`src/rtl/tile_sequencer.sv`:
```
// Tile sequencer: walks a K x N grid of matrix-multiply tiles (k inner, n outer) and issues
// buffer offsets to the core. Define TILE_SEQ_PERF_EN to build the busy-cycle counter.
module tile_sequencer #(
    parameter int unsigned W_SIZE = 256,
    parameter int unsigned I_SIZE = 256,
    parameter int unsigned O_SIZE = 256,
    parameter int unsigned TILE_W = 8
) (
    input  logic                      clk_i,
    input  logic                      rst_sync_i,
    input  logic                      cmd_valid_i,
    output logic                      cmd_ready_o,
    input  logic [TILE_W-1:0]         cfg_k_tiles_i,
    input  logic [TILE_W-1:0]         cfg_n_tiles_i,
    input  logic [$clog2(W_SIZE)-1:0] cfg_w_base_i,
    input  logic [$clog2(W_SIZE)-1:0] cfg_w_stride_i,
    input  logic [$clog2(I_SIZE)-1:0] cfg_i_base_i,
    input  logic [$clog2(I_SIZE)-1:0] cfg_i_stride_i,
    input  logic [$clog2(O_SIZE)-1:0] cfg_o_base_i,
    input  logic [$clog2(O_SIZE)-1:0] cfg_o_stride_i,
    input  logic                      abort_i,
    output logic                      mm_start_o,
    input  logic                      mm_done_i,
    output logic [$clog2(W_SIZE)-1:0] mm_w_offset_o,
    output logic [$clog2(I_SIZE)-1:0] mm_i_offset_o,
    output logic [$clog2(O_SIZE)-1:0] mm_psum_offset_o,
    output logic [$clog2(O_SIZE)-1:0] mm_o_offset_o,
    output logic                      mm_accum_en_o,
    output logic [TILE_W-1:0]         tile_k_o,
    output logic [TILE_W-1:0]         tile_n_o,
    output logic                      busy_o,
    output logic                      done_o,
    output logic [31:0]               perf_cycles_o
);

    localparam int unsigned WW = $clog2(W_SIZE);
    localparam int unsigned IW = $clog2(I_SIZE);
    localparam int unsigned OW = $clog2(O_SIZE);

    typedef enum logic [1:0] {StIdle, StIssue, StWait, StNext} state_e;

    state_e            state_q;
    logic [TILE_W-1:0] k_q, n_q, k_last_q, n_last_q;
    logic [WW-1:0]     w_off_q, w_stride_q;
    logic [IW-1:0]     i_off_q, i_base_q, i_stride_q;
    logic [OW-1:0]     o_off_q, o_stride_q;
    logic              start_q, done_q;
    logic              last_tile;

    assign last_tile = (k_q == k_last_q) && (n_q == n_last_q);

    always_ff @(posedge clk_i) begin
        if (rst_sync_i) begin
            state_q    <= StIdle;
            k_q        <= '0;
            n_q        <= '0;
            k_last_q   <= '0;
            n_last_q   <= '0;
            w_off_q    <= '0;
            w_stride_q <= '0;
            i_off_q    <= '0;
            i_base_q   <= '0;
            i_stride_q <= '0;
            o_off_q    <= '0;
            o_stride_q <= '0;
            start_q    <= 1'b0;
            done_q     <= 1'b0;
        end else begin
            start_q <= 1'b0;
            done_q  <= 1'b0;
            case (state_q)
                StIdle: begin
                    if (cmd_valid_i) begin
                        // A zero tile count is treated as a single tile.
                        k_last_q   <= (cfg_k_tiles_i == '0) ? '0 : cfg_k_tiles_i - TILE_W'(1);
                        n_last_q   <= (cfg_n_tiles_i == '0) ? '0 : cfg_n_tiles_i - TILE_W'(1);
                        w_stride_q <= cfg_w_stride_i;
                        i_base_q   <= cfg_i_base_i;
                        i_stride_q <= cfg_i_stride_i;
                        o_stride_q <= cfg_o_stride_i;
                        w_off_q    <= cfg_w_base_i;
                        i_off_q    <= cfg_i_base_i;
                        o_off_q    <= cfg_o_base_i;
                        k_q        <= '0;
                        n_q        <= '0;
                        start_q    <= 1'b1;
                        state_q    <= StIssue;
                    end
                end
                StIssue: begin
                    state_q <= abort_i ? StIdle : StWait;
                end
                StWait: begin
                    if (abort_i) begin
                        state_q <= StIdle;
                    end else if (mm_done_i) begin
                        done_q  <= last_tile;
                        state_q <= StNext;
                    end
                end
                StNext: begin
                    if (abort_i || last_tile) begin
                        state_q <= StIdle;
                    end else begin
                        w_off_q <= w_off_q + w_stride_q;
                        if (k_q == k_last_q) begin
                            k_q     <= '0;
                            n_q     <= n_q + TILE_W'(1);
                            i_off_q <= i_base_q;
                            o_off_q <= o_off_q + o_stride_q;
                        end else begin
                            k_q     <= k_q + TILE_W'(1);
                            i_off_q <= i_off_q + i_stride_q;
                        end
                        start_q <= 1'b1;
                        state_q <= StIssue;
                    end
                end
                default: state_q <= StIdle;
            endcase
        end
    end

    assign cmd_ready_o      = (state_q == StIdle);
    assign busy_o           = (state_q != StIdle);
    assign mm_start_o       = start_q;
    assign done_o           = done_q;
    assign mm_w_offset_o    = w_off_q;
    assign mm_i_offset_o    = i_off_q;
    assign mm_o_offset_o    = o_off_q;
    assign mm_psum_offset_o = o_off_q;
    assign mm_accum_en_o    = (k_q != '0);
    assign tile_k_o         = k_q;
    assign tile_n_o         = n_q;

`ifdef TILE_SEQ_PERF_EN
    logic [31:0] perf_q;

    always_ff @(posedge clk_i) begin
        if (rst_sync_i) begin
            perf_q <= '0;
        end else if (state_q == StIdle) begin
            if (cmd_valid_i) begin
                perf_q <= '0;
            end
        end else if (perf_q != 32'hFFFF_FFFF) begin
            perf_q <= perf_q + 32'd1;
        end
    end

    assign perf_cycles_o = perf_q;
`else
    assign perf_cycles_o = 32'd0;
`endif

endmodule

```
`config.mk`:
```
export PLATFORM = sky130hd
export DESIGN_NAME = tile_sequencer
export DESIGN_NICKNAME = d
export VERILOG_FILES = /design/src/rtl/tile_sequencer.sv
export SDC_FILE = /design/constraint.sdc
export NUM_CORES = 1
export LEC_CHECK = 0
export CAP_MARGIN = 40
export CORE_MARGIN = 1.5
export CORE_UTILIZATION = 44
export DETAILED_ROUTE_END_ITERATION = 7
export GPL_TIMING_DRIVEN = 0
export PLACE_DENSITY = 0.82
export SYNTH_ARGS = -nofsm -noshare
export SYNTH_HDL_FRONTEND = slang
export SYNTH_SLANG_ARGS = --single-unit
```
`constraint.sdc`:
```
create_clock -name clk_i -period 2.1 [get_ports clk_i]
set_input_delay 0.315 -clock clk_i [delete_from_list [all_inputs] [get_ports clk_i]]
set_output_delay 0.315 -clock clk_i [all_outputs]
set_load 0.01 [all_outputs]
```
**Word-level counts from Yosys, hierarchy flattened**

Index checks and enable logic that the tools add are counted.

- Bitwise operators: 2
- Mux-type cells: 29
- $add $sub $neg: 7
- Equality and inequality tests: 9
- Reduce and logical (&&, ||, !) cells: 13

Operators by type and width:

| operator | count |
|---|---|
| $mux 8 | 15 |
| $pmux 8 s2 | 5 |
| $add 8x8->8 | 3 |
| $add 8x1->8 const B | 2 |
| $eq 8x8->1 | 2 |
| $logic_not 8->1 | 2 |
| $sub 8x1->8 const B | 2 |
| $mux 2 | 4 |
| $pmux 2 s4 | 1 |
| $reduce_bool 8->1 | 1 |
| $ne 2x2->1 const B | 3 |
| $eq 2x2->1 const B | 2 |
| $reduce_and 2->1 | 2 |
| $reduce_and 4->1 | 1 |
| $reduce_bool 2->1 | 2 |
| $reduce_or 4->1 | 1 |
| $mux 1 | 3 |
| $ne 3x3->1 const B | 1 |
| $reduce_and 3->1 | 1 |
| $eq 2x1->1 const B | 1 |
| $logic_not 2->1 | 1 |
| $not 1->1 | 2 |
| $pmux 1 s2 | 1 |
| $logic_and 1x1->1 | 1 |
| $logic_or 1x1->1 | 1 |

- Input bits: 69
- Logic and storage cells: 74
- Flip-flop bits (word level): 92
- Output and inout port bits: 85

**Depth between registers and ports, before layout**

Gate-level depths: netlist of the first run.

- Word-level depth: 5
- Mapped depth: 9
- Mapped depth without buffers: 9

**Least setup slack after synthesis of the first run**

OpenSTA, ideal clock, no wires.

- Path kind: register -> register
- From: reg i_off_q[1] (netlist: mm_i_offset_o[1])
- To: reg i_off_q[7] (netlist: mm_i_offset_o[7])
- Path slack: -0.057 ns
- Data arrival time: 2.069 ns
- Stages on the path, launching flop included: 8
- Data required time: 2.012 ns
- Cell sequence: dfxtp_1 -> ha_1 -> a211oi_1 -> o21bai_1 -> a2111oi_0 -> o31a_1 -> o21ai_0 -> a311oi_2

- Word-level cells in the longest chain between the ends: 4

Ends and longest elaborated chain:

| what | RTL line | RTL |
|---|---|---|
| start, declared | 45 | `logic [IW-1:0] i_off_q, i_base_q, i_stride_q;` |
| start signal, assigned | 82 | `i_off_q <= cfg_i_base_i;` |
| start signal, assigned | 109 | `i_off_q <= i_base_q;` |
| start signal, assigned | 113 | `i_off_q <= i_off_q + i_stride_q;` |
| $add 8x8->8 | 113 |  |
| $mux 8 | 106 | `if (k_q == k_last_q) begin` |
| $mux 8 | 102 | `if (abort_i \|\| last_tile) begin` |
| $pmux 8 s2 | 71 | `case (state_q)` |

Every way passes these cells. The select of a mux whose other input is x is not followed.
A chain may end at the register's enable or synchronous reset.

**Worst setup path after layout of the first run**

- From: reg k_q[2] (netlist: tile_k_o[2])
- To: reg n_q[2] (netlist: tile_n_o[2])

- Word-level cells in the longest chain between the ends: 5

Ends and longest elaborated chain:

| what | RTL line | RTL |
|---|---|---|
| start, declared | 43 | `logic [TILE_W-1:0] k_q, n_q, k_last_q, n_last_q;` |
| start signal, assigned | 112 | `k_q <= k_q + TILE_W'(1);` |
| $eq 8x8->1 * | 50, 106 |  |
| $logic_and 1x1->1 | 50 | `assign last_tile = (k_q == k_last_q) && (n_q == n_last_q);` |
| $logic_or 1x1->1 | 102 |  |
| $ne 2x2->1 (no source line) | -- |  |
| $reduce_and 4->1 (no source line) * | -- |  |
| end signal, assigned | 108 | `n_q <= n_q + TILE_W'(1);` |
| end, declared | 43 |  |

Mark *: on every way between the ends. The rest lies on a longest branch, timed or not.

==> metrics.md, run 1 <==
| Metric | Value |
|---|---|
| Maximum vdd drop | `0.000455 V` |
| DRT Pass-1 Iters | `5` |
| Crit. End Element | `register` |
| Initial antenna violation count | `0` |
| Top FF cell, synth | `dfxtp_1` |
| Die area | `0.0133 mm2` |
| Core area | `between 0.01 and 0.015 mm2` |
| Tot Pwr | `5.17 mW` |
| Power Density | `approximately 680 mW/mm2` |
| Unique masters post-synth | `63` |
| Final period util | `98.5%` |
| Diodes inserted | `0` |
| Seq cells post-synth | `92` |
| Slowest stage cell, crit path | `nor4_2` |
| Die Y | `around 120 um` |
| RSZ-0062 raised after global routing | `yes` |
| Largest net degree at the start of global routing | `15` |
| Status | `finished, final reports clean` |
| Number of I/O pins | `154` |
| Min-delay worst type | `reg -> reg` |
| Drt wl/cell | `15.6 um` |
| Placed Instance Area | `around 0.007 mm2` |
| Final Cell Area | `0.00761 mm2` |
| GRT Overall Usage | `24.2%` |
| First-pass GRT wire length | `25100 um` |
| Core Rows | `40` |
| Worst skew pair latency | `around 0.35 ns` |
| Clock transition at path regs | `0.06 ns` |
| H-tree depth | `3` |
| Worst path required time | `roughly 2.3 ns` |
| Max_slew headroom | `just under 50%` |
| Final setup fails | `0` |
| Initial DRC count | `approximately 400` |
| Critical Path End | `tile_n_o[2]$_SDFFE_PP0P_` |
| Post-Place Worst Slack | `-0.371 ns` |
| Synth warnings | `0` |
| Ys async rst share | `0%` |
| CTS Sinks | `92` |
| Reg2Reg Launch Point | `tile_k_o[2]$_SDFFE_PP0P_` |
| Non-Filler Instances | `about 1000` |
| Share of post-route cells with drive strength above 1 | `between 10% and 20%` |
| Synth Area in Compound Gates | `between 20% and 30%` |
| Hold Slack | `~0.46 ns` |
| WS Path Type | `reg -> reg` |
| Post-DP HPWL | `roughly 12000 um` |
| # port buffers | `approximately 120` |
| Levels on crit path | `8` |
| Clk_skew | `about 0.0094 ns` |
| Most frequent CP cell | `buf_6` |
| Seq/Total Area, Yosys | `between 30% and 40%` |
| Crit-path cells | `xor2_1 > nor4_2 > and2_1 > buf_6 > a31o_4 > buf_6 > o21ai_1 > a31o_1` |
| Nets | `~960` |
| Clock Path Buffers | `2` |
| Lkg Pwr | `approximately 3.2 nW` |
| F_max | `slightly below 0.5 GHz` |
| CTS tree | `yes` |
| DR DRC count | `0` |
| Worst Setup Start Kind | `register` |
| Initial Util | `roughly 46%` |
| R2R Path End | `tile_n_o[2]$_SDFFE_PP0P_` |
| CP delay by family, top | `simple AND/OR/NAND/NOR gates` |
| Max cap viols | `0` |
| Area Overhead vs Synth | `37.3%` |
| Simple-Gate Fraction of Synth Area | `between 10% and 20%` |
| Synthesized-area fraction occupied by adder cells | `under 10%` |
| Placer's final routability congestion estimate | `0.882` |
| Number of synthesized flops with an enable pin | `0` |
| Max incr delay on CP | `roughly 0.42 ns` |
| Post-Synthesis Cells | `roughly 700` |
| Arr. time, crit path | `2.30 ns` |
| Mapped Area | `roughly 0.0055 mm2` |
| GRT overflow | `0` |
| Worst R2R Path Depth | `8` |
| Hold Fails Final Rpt | `0` |
| Largest family of logic cells by synthesized area | `compound AO/OA/AOI/OAI gates` |
| Post-synthesis xor/xnor area fraction | `under 10%` |
| Min cycle time layout | `between 2 and 2.5 ns` |
| CTS Hold Bufs | `0` |
| Setup crit start | `tile_k_o[2]$_SDFFE_PP0P_` |
| Detailed Route WL | `16000 um` |
| CTS root buf | `clkbuf_16` |
| Mux contribution to synthesized area | `between 2 and 2.5%` |
| Drt via density | `between 5 and 6` |
| Num CTS Buffers | `9` |
| Vias in the first global route | `approximately 5200` |
| Mapped Avg Cell Area | `~8.0 um2` |
| Fin. max-slew vios | `0` |
| Via count | `between 5000 and 6000` |
| Crit path buf inv count | `2` |
| R2R setup slack | `just over 0.03 ns` |
| Worst-Margin Slew | `between 0.7 and 0.8 ns` |
| Critical path peak fanout | `10` |
| Setup ws final | `around 0.031 ns` |
| Placed cell count | `1011` |
| Post-DRT Antenna Nets | `0` |
| Die Wd | `approximately 120 um` |
[power by group]
group	internal [mW]	switching [mW]
Combinational	0.731	0.737
Clock	1.03	0.671
Sequential	1.88	0.116
[registers in the layout, indices dropped and copies added (netlist names), 2 cells and up]
register	count
i_base_q	8
i_stride_q	8
k_last_q	8
mm_i_offset_o	8
mm_o_offset_o	8
mm_w_offset_o	8
n_last_q	8
o_stride_q	8
tile_k_o	8
tile_n_o	8
w_stride_q	8
state_q	2
[tightest hold or removal path, cell delays in order, from the launching register on]
cell and delay, ns:
dfxtp_1 0.30, nand2_1 0.05, a21oi_1 0.05
[worst min path at each step]
| stage | start | to | slack (ns) | cells past startpoint |
|---|---|---|---|---|
| 3_5_place_dp | i_base_q[6]$_SDFFE_PP0P_ | i_base_q[6]$_SDFFE_PP0P_ | 0.45 | 2 |
| 6_report | i_base_q[6]$_SDFFE_PP0P_ | i_base_q[6]$_SDFFE_PP0P_ | 0.46 | 2 |
| 3_3_place_gp | i_base_q[6]$_SDFFE_PP0P_ | i_base_q[6]$_SDFFE_PP0P_ | 0.44 | 2 |
| 5_1_grt | i_base_q[0]$_SDFFE_PP0P_ | i_base_q[0]$_SDFFE_PP0P_ | 0.48 | 2 |
| 4_1_cts | i_base_q[0]$_SDFFE_PP0P_ | i_base_q[0]$_SDFFE_PP0P_ | 0.46 | 2 |
| 2_1_floorplan | i_base_q[7]$_SDFFE_PP0P_ | i_base_q[7]$_SDFFE_PP0P_ | 0.43 | 2 |
[cell usage in the layout (no fill, tap or decap), types with 4 or more instances in the layout]
master	count
clkdlybuf4s50_1	121
nand2_1	96
dfxtp_1	74
a21oi_1	63
nor2_1	57
buf_4	48
conb_1	32
inv_1	31
nor3_1	27
ha_1	27
xor2_1	26
o21ai_0	16
a22oi_1	14
a211oi_1	14
dfxtp_2	14
clkbuf_1	12
mux2i_1	11
clkbuf_2	10
xnor2_1	10
a21o_1	10
nand3_1	9
clkbuf_16	9
nor2b_1	7
or2_2	6
a31oi_1	5
nor4_2	4
nand2b_1	4
a311oi_1	4
dfxtp_4	4
[area by class of cell]
type                       instances  area, um2
buffer                            71        467
clock buffer                      10        229
clock inverter                     5       77.6
fill                            1051       4550
inverter                          32        120
multi-input combinational        525       3390
sequential                        92       1870
tap                              168        210
timing repair buffer             126       1250
[metal layers]
metal | wire, um | track usage, %
met1 | 6740 | 30.1
met2 | 7410 | 40.6
met3 | 1410 | 4.85
met4 | 457 | 10.5
met5 | 0 | 0
[through the flow]
| stage | util [%] | TNS, ns |
|---|---|---|
| after floorplan | - | 0 |
| after global placement | 58.3 | -15.80 |
| after detailed placement | 58.3 | -16.49 |
| after CTS | 61.3 | 0 |
| after global routing | 62.6 | -0.670 |
| final | 62.6 | 0 |
[timing repair]
| item | 4_1_cts | 5_1_grt |
|---|---|---|
| buffers inserted | 2 | 3 |
| resized for setup | 20 | 51 |
| endpoints found under the setup margin | 47 | 84 |
| hold endpoints to repair | 0 | 0 |
| pin swaps | 5 | 7 |
[cell families after synthesis]
group                      Yosys count
and+or+nand+nor                    239
AOI/OAI and AO/OA                  171
buffers and inverters              105
DFF                                 92
xor gates and xnor gates            36
adders and majority gates           35
muxes                               12
other                                1
[synthesized netlist by cell type, types with 4 or more instances]
| cell type | instances | area, um2 |
|---|---|---|
| a211oi_1 | 16 | 120 |
| a21o_1 | 10 | 75.1 |
| a21oi_1 | 63 | 315 |
| a22oi_1 | 14 | 105 |
| a311oi_1 | 4 | 35.0 |
| a31oi_1 | 5 | 31.3 |
| buf_4 | 42 | 315 |
| clkbuf_1 | 22 | 82.6 |
| dfxtp_1 | 92 | 1840 |
| ha_1 | 32 | 400 |
| inv_1 | 32 | 120 |
| mux2i_1 | 11 | 110 |
| nand2_1 | 96 | 360 |
| nand2b_1 | 4 | 25.0 |
| nand3_1 | 9 | 45.0 |
| nor2_1 | 58 | 218 |
| nor2b_1 | 10 | 62.6 |
| nor3_1 | 29 | 145 |
| nor4_1 | 5 | 31.3 |
| o21ai_0 | 18 | 90.1 |
| or2_2 | 6 | 37.5 |
| xnor2_1 | 10 | 87.6 |
| xor2_1 | 26 | 228 |
No activity file was read; power rests on OpenSTA's default activity.
==> run 2: changes to the inputs <==
MAX_ROUTING_LAYER = met4   (was not set)
==> run 2 against run 1 <==
  * First-iteration DRC count rose by 15%
  * Via count about the same
  * Flip-flop and latch count stayed put
  * Cell area fell by 0.15%
==> metrics.md, run 2 (synthesized netlist as in run 1, its figures left out) <==
| Metric | Value |
|---|---|
| Drt via density | `roughly 5.3` |
| Most common cell after layout, fill and taps aside | `clkdlybuf4s50_1` |
| Crit. End Element | `register` |
| Tot Pwr | `~5.2 mW` |
| Num CTS Buffers | `9` |
| H-tree depth | `3` |
| Diodes inserted | `0` |
| First-pass GRT wire length | `approximately 25000 um` |
| Hold Slack | `0.456 ns` |
| Power share of the clock group | `32.9%` |
| Final period util | `a little over nine tenths` |
| Share of post-route cells with drive strength above 1 | `15.7%` |
| Die Wd | `between 100 and 150 um` |
| Sw frac | `29.4%` |
| GRT overflow | `0` |
| Gate power share | `approximately 28%` |
| Min-delay worst type | `reg -> reg` |
| Placed Instance Area | `0.00709 mm2` |
| Placed cell count | `1011` |
| Drt wl/cell | `roughly 16 um` |
| Final Cell Area | `between 0.007 and 0.008 mm2` |
| Post-route setup TNS | `0 ns` |
| F_max | `roughly 0.48 GHz` |
| Filler cells | `1047` |
| GRT Overall Usage | `24.9%` |
| # port buffers | `roughly 120` |
| Placer's final routability congestion estimate | `0.897` |
| Die area | `about 0.013 mm2` |
| Part of the power in registers | `approximately two fifths` |
| Sw power | `1.52 mW` |
| Area Overhead vs Synth | `37.1%` |
| DR DRC count | `0` |
| Core Rows | `40` |
| Clock transition at path regs | `~0.06 ns` |
| Lkg Pwr | `about 3.2 nW` |
| Non-Filler Instances | `1029` |
| Final Core Density | `about 63%` |
| Critical path peak fanout | `10` |
| Post-DP HPWL | `11600 um` |
| Most frequent cells in the layout | `clkdlybuf4s50_1 (121), nand2_1 (96), dfxtp_1 (77)` |
| Die Y | `115 um` |
| Worst-Margin Slew | `0.766 ns` |
| Via count | `around 5500` |
| CTS Sinks | `92` |
| Worst skew pair latency | `0.35 ns` |
| Final setup fails | `0` |
| Min cycle time layout | `2.08 ns` |
| Initial DRC count | `470` |
| Detailed Route WL | `approximately 16000 um` |
| Number of I/O pins | `roughly 150` |
| Nets | `slightly below 1000` |
| Arr. time, crit path | `2.36 ns` |
| DRT Pass-1 Iters | `5` |
| Max_slew headroom | `around 49%` |
| Largest net degree at the start of global routing | `15` |
| Worst path required time | `between 2 and 2.5 ns` |
| Worst Setup Start Kind | `register` |
| Max cap viols | `0` |
| Initial Util | `between 40% and 50%` |
| Clk_skew | `around 0.012 ns` |
| RSZ-0062 raised after global routing | `yes` |
| Clock Path Buffers | `2` |
| Post-DRT Antenna Nets | `0` |
| CTS root buf | `clkbuf_16` |
| WS Path Type | `reg -> reg` |
| Fin. max-slew vios | `0` |
| Setup ws final | `0.0241 ns` |
| Initial antenna violation count | `0` |
| Vias in the first global route | `between 5000 and 6000` |
| Post-Place Worst Slack | `-0.371 ns` |
| Maximum vdd drop | `between 0.0004 and 0.0005 V` |
| CTS tree | `yes` |
| Status | `finished, final reports clean` |
| Power Density | `679 mW/mm2` |
| Internal power | `around 3.6 mW` |
| Hold Fails Final Rpt | `0` |
| R2R setup slack | `roughly 0.024 ns` |
| Core area | `0.0122 mm2` |
==> run 2: changes by cell type in the layout (fill, tap and decap cells not counted) <==
cell     previous run  this run
fa_1                1         2
dfxtp_2            14        11
nor3b_2             1         0
dfxtp_1            74        77
nor3b_1             0         1
fa_2                2         1
==> run 2: worst max-delay path, cell delays in order, from the launching register on <==
cell     delay (ns)
dfxtp_2        0.36
xor2_1         0.16
nor4_2         0.43
and2_1         0.20
buf_6          0.17
buf_6          0.16
nand3_2        0.16
nor3b_1        0.25
a31o_1         0.12
==> run 2: final cells by class <==
cell class,count,area (um2),area share [%]
Sequential cell,92,1870,24.6
Tap cell,168,210,2.77
Clock inverter,5,77.6,1.02
Buffer,71,467,6.14
Timing Repair Buffer,126,1250,16.4
Inverter,32,120,1.58
Multi-Input combinational cell,525,3380,44.4
Clock buffer,10,229,3.01
==> run 2: metal layers <==
metal / vias up / wire length (um) / track usage (%)
met5: - / 0 / -
met4: 0 / 512 / 10.7
met3: 45 / 1440 / 4.64
met2: 262 / 7380 / 40.4
met1: 2519 / 6680 / 30.4
li1: 2678 / - / -
==> run 2: worst paths after layout <==
check                                         startpoint                       end  cells past startpoint
worst max register to register  tile_k_o[2]$_SDFFE_PP0P_  tile_n_o[2]$_SDFFE_PP0P_                      8
worst max-delay path            tile_k_o[2]$_SDFFE_PP0P_  tile_n_o[2]$_SDFFE_PP0P_                      8
worst min register to register  i_base_q[0]$_SDFFE_PP0P_  i_base_q[0]$_SDFFE_PP0P_                      2
worst min-delay path            i_base_q[0]$_SDFFE_PP0P_  i_base_q[0]$_SDFFE_PP0P_                      2
==> run 2: what timing repair did <==
action	4_1_cts	5_1_grt
buffers inserted	2	3
pin swaps	5	7
hold buffers	0	0
resized for setup	20	46
endpoints found under the setup margin	47	85
==> run 2: power groups by stage <==
stage | Combinational, mW | Sequential, mW | Clock (mW)
finish | 1.47 | 1.99 | 1.70
global route | 1.59 | 2.01 | 1.78
CTS | 1.41 | 1.99 | 1.70
detailed placement | 1.38 | 2.03 | 0
global placement | 1.35 | 2.02 | 0
floorplan | 0.839 | 2.03 | 0
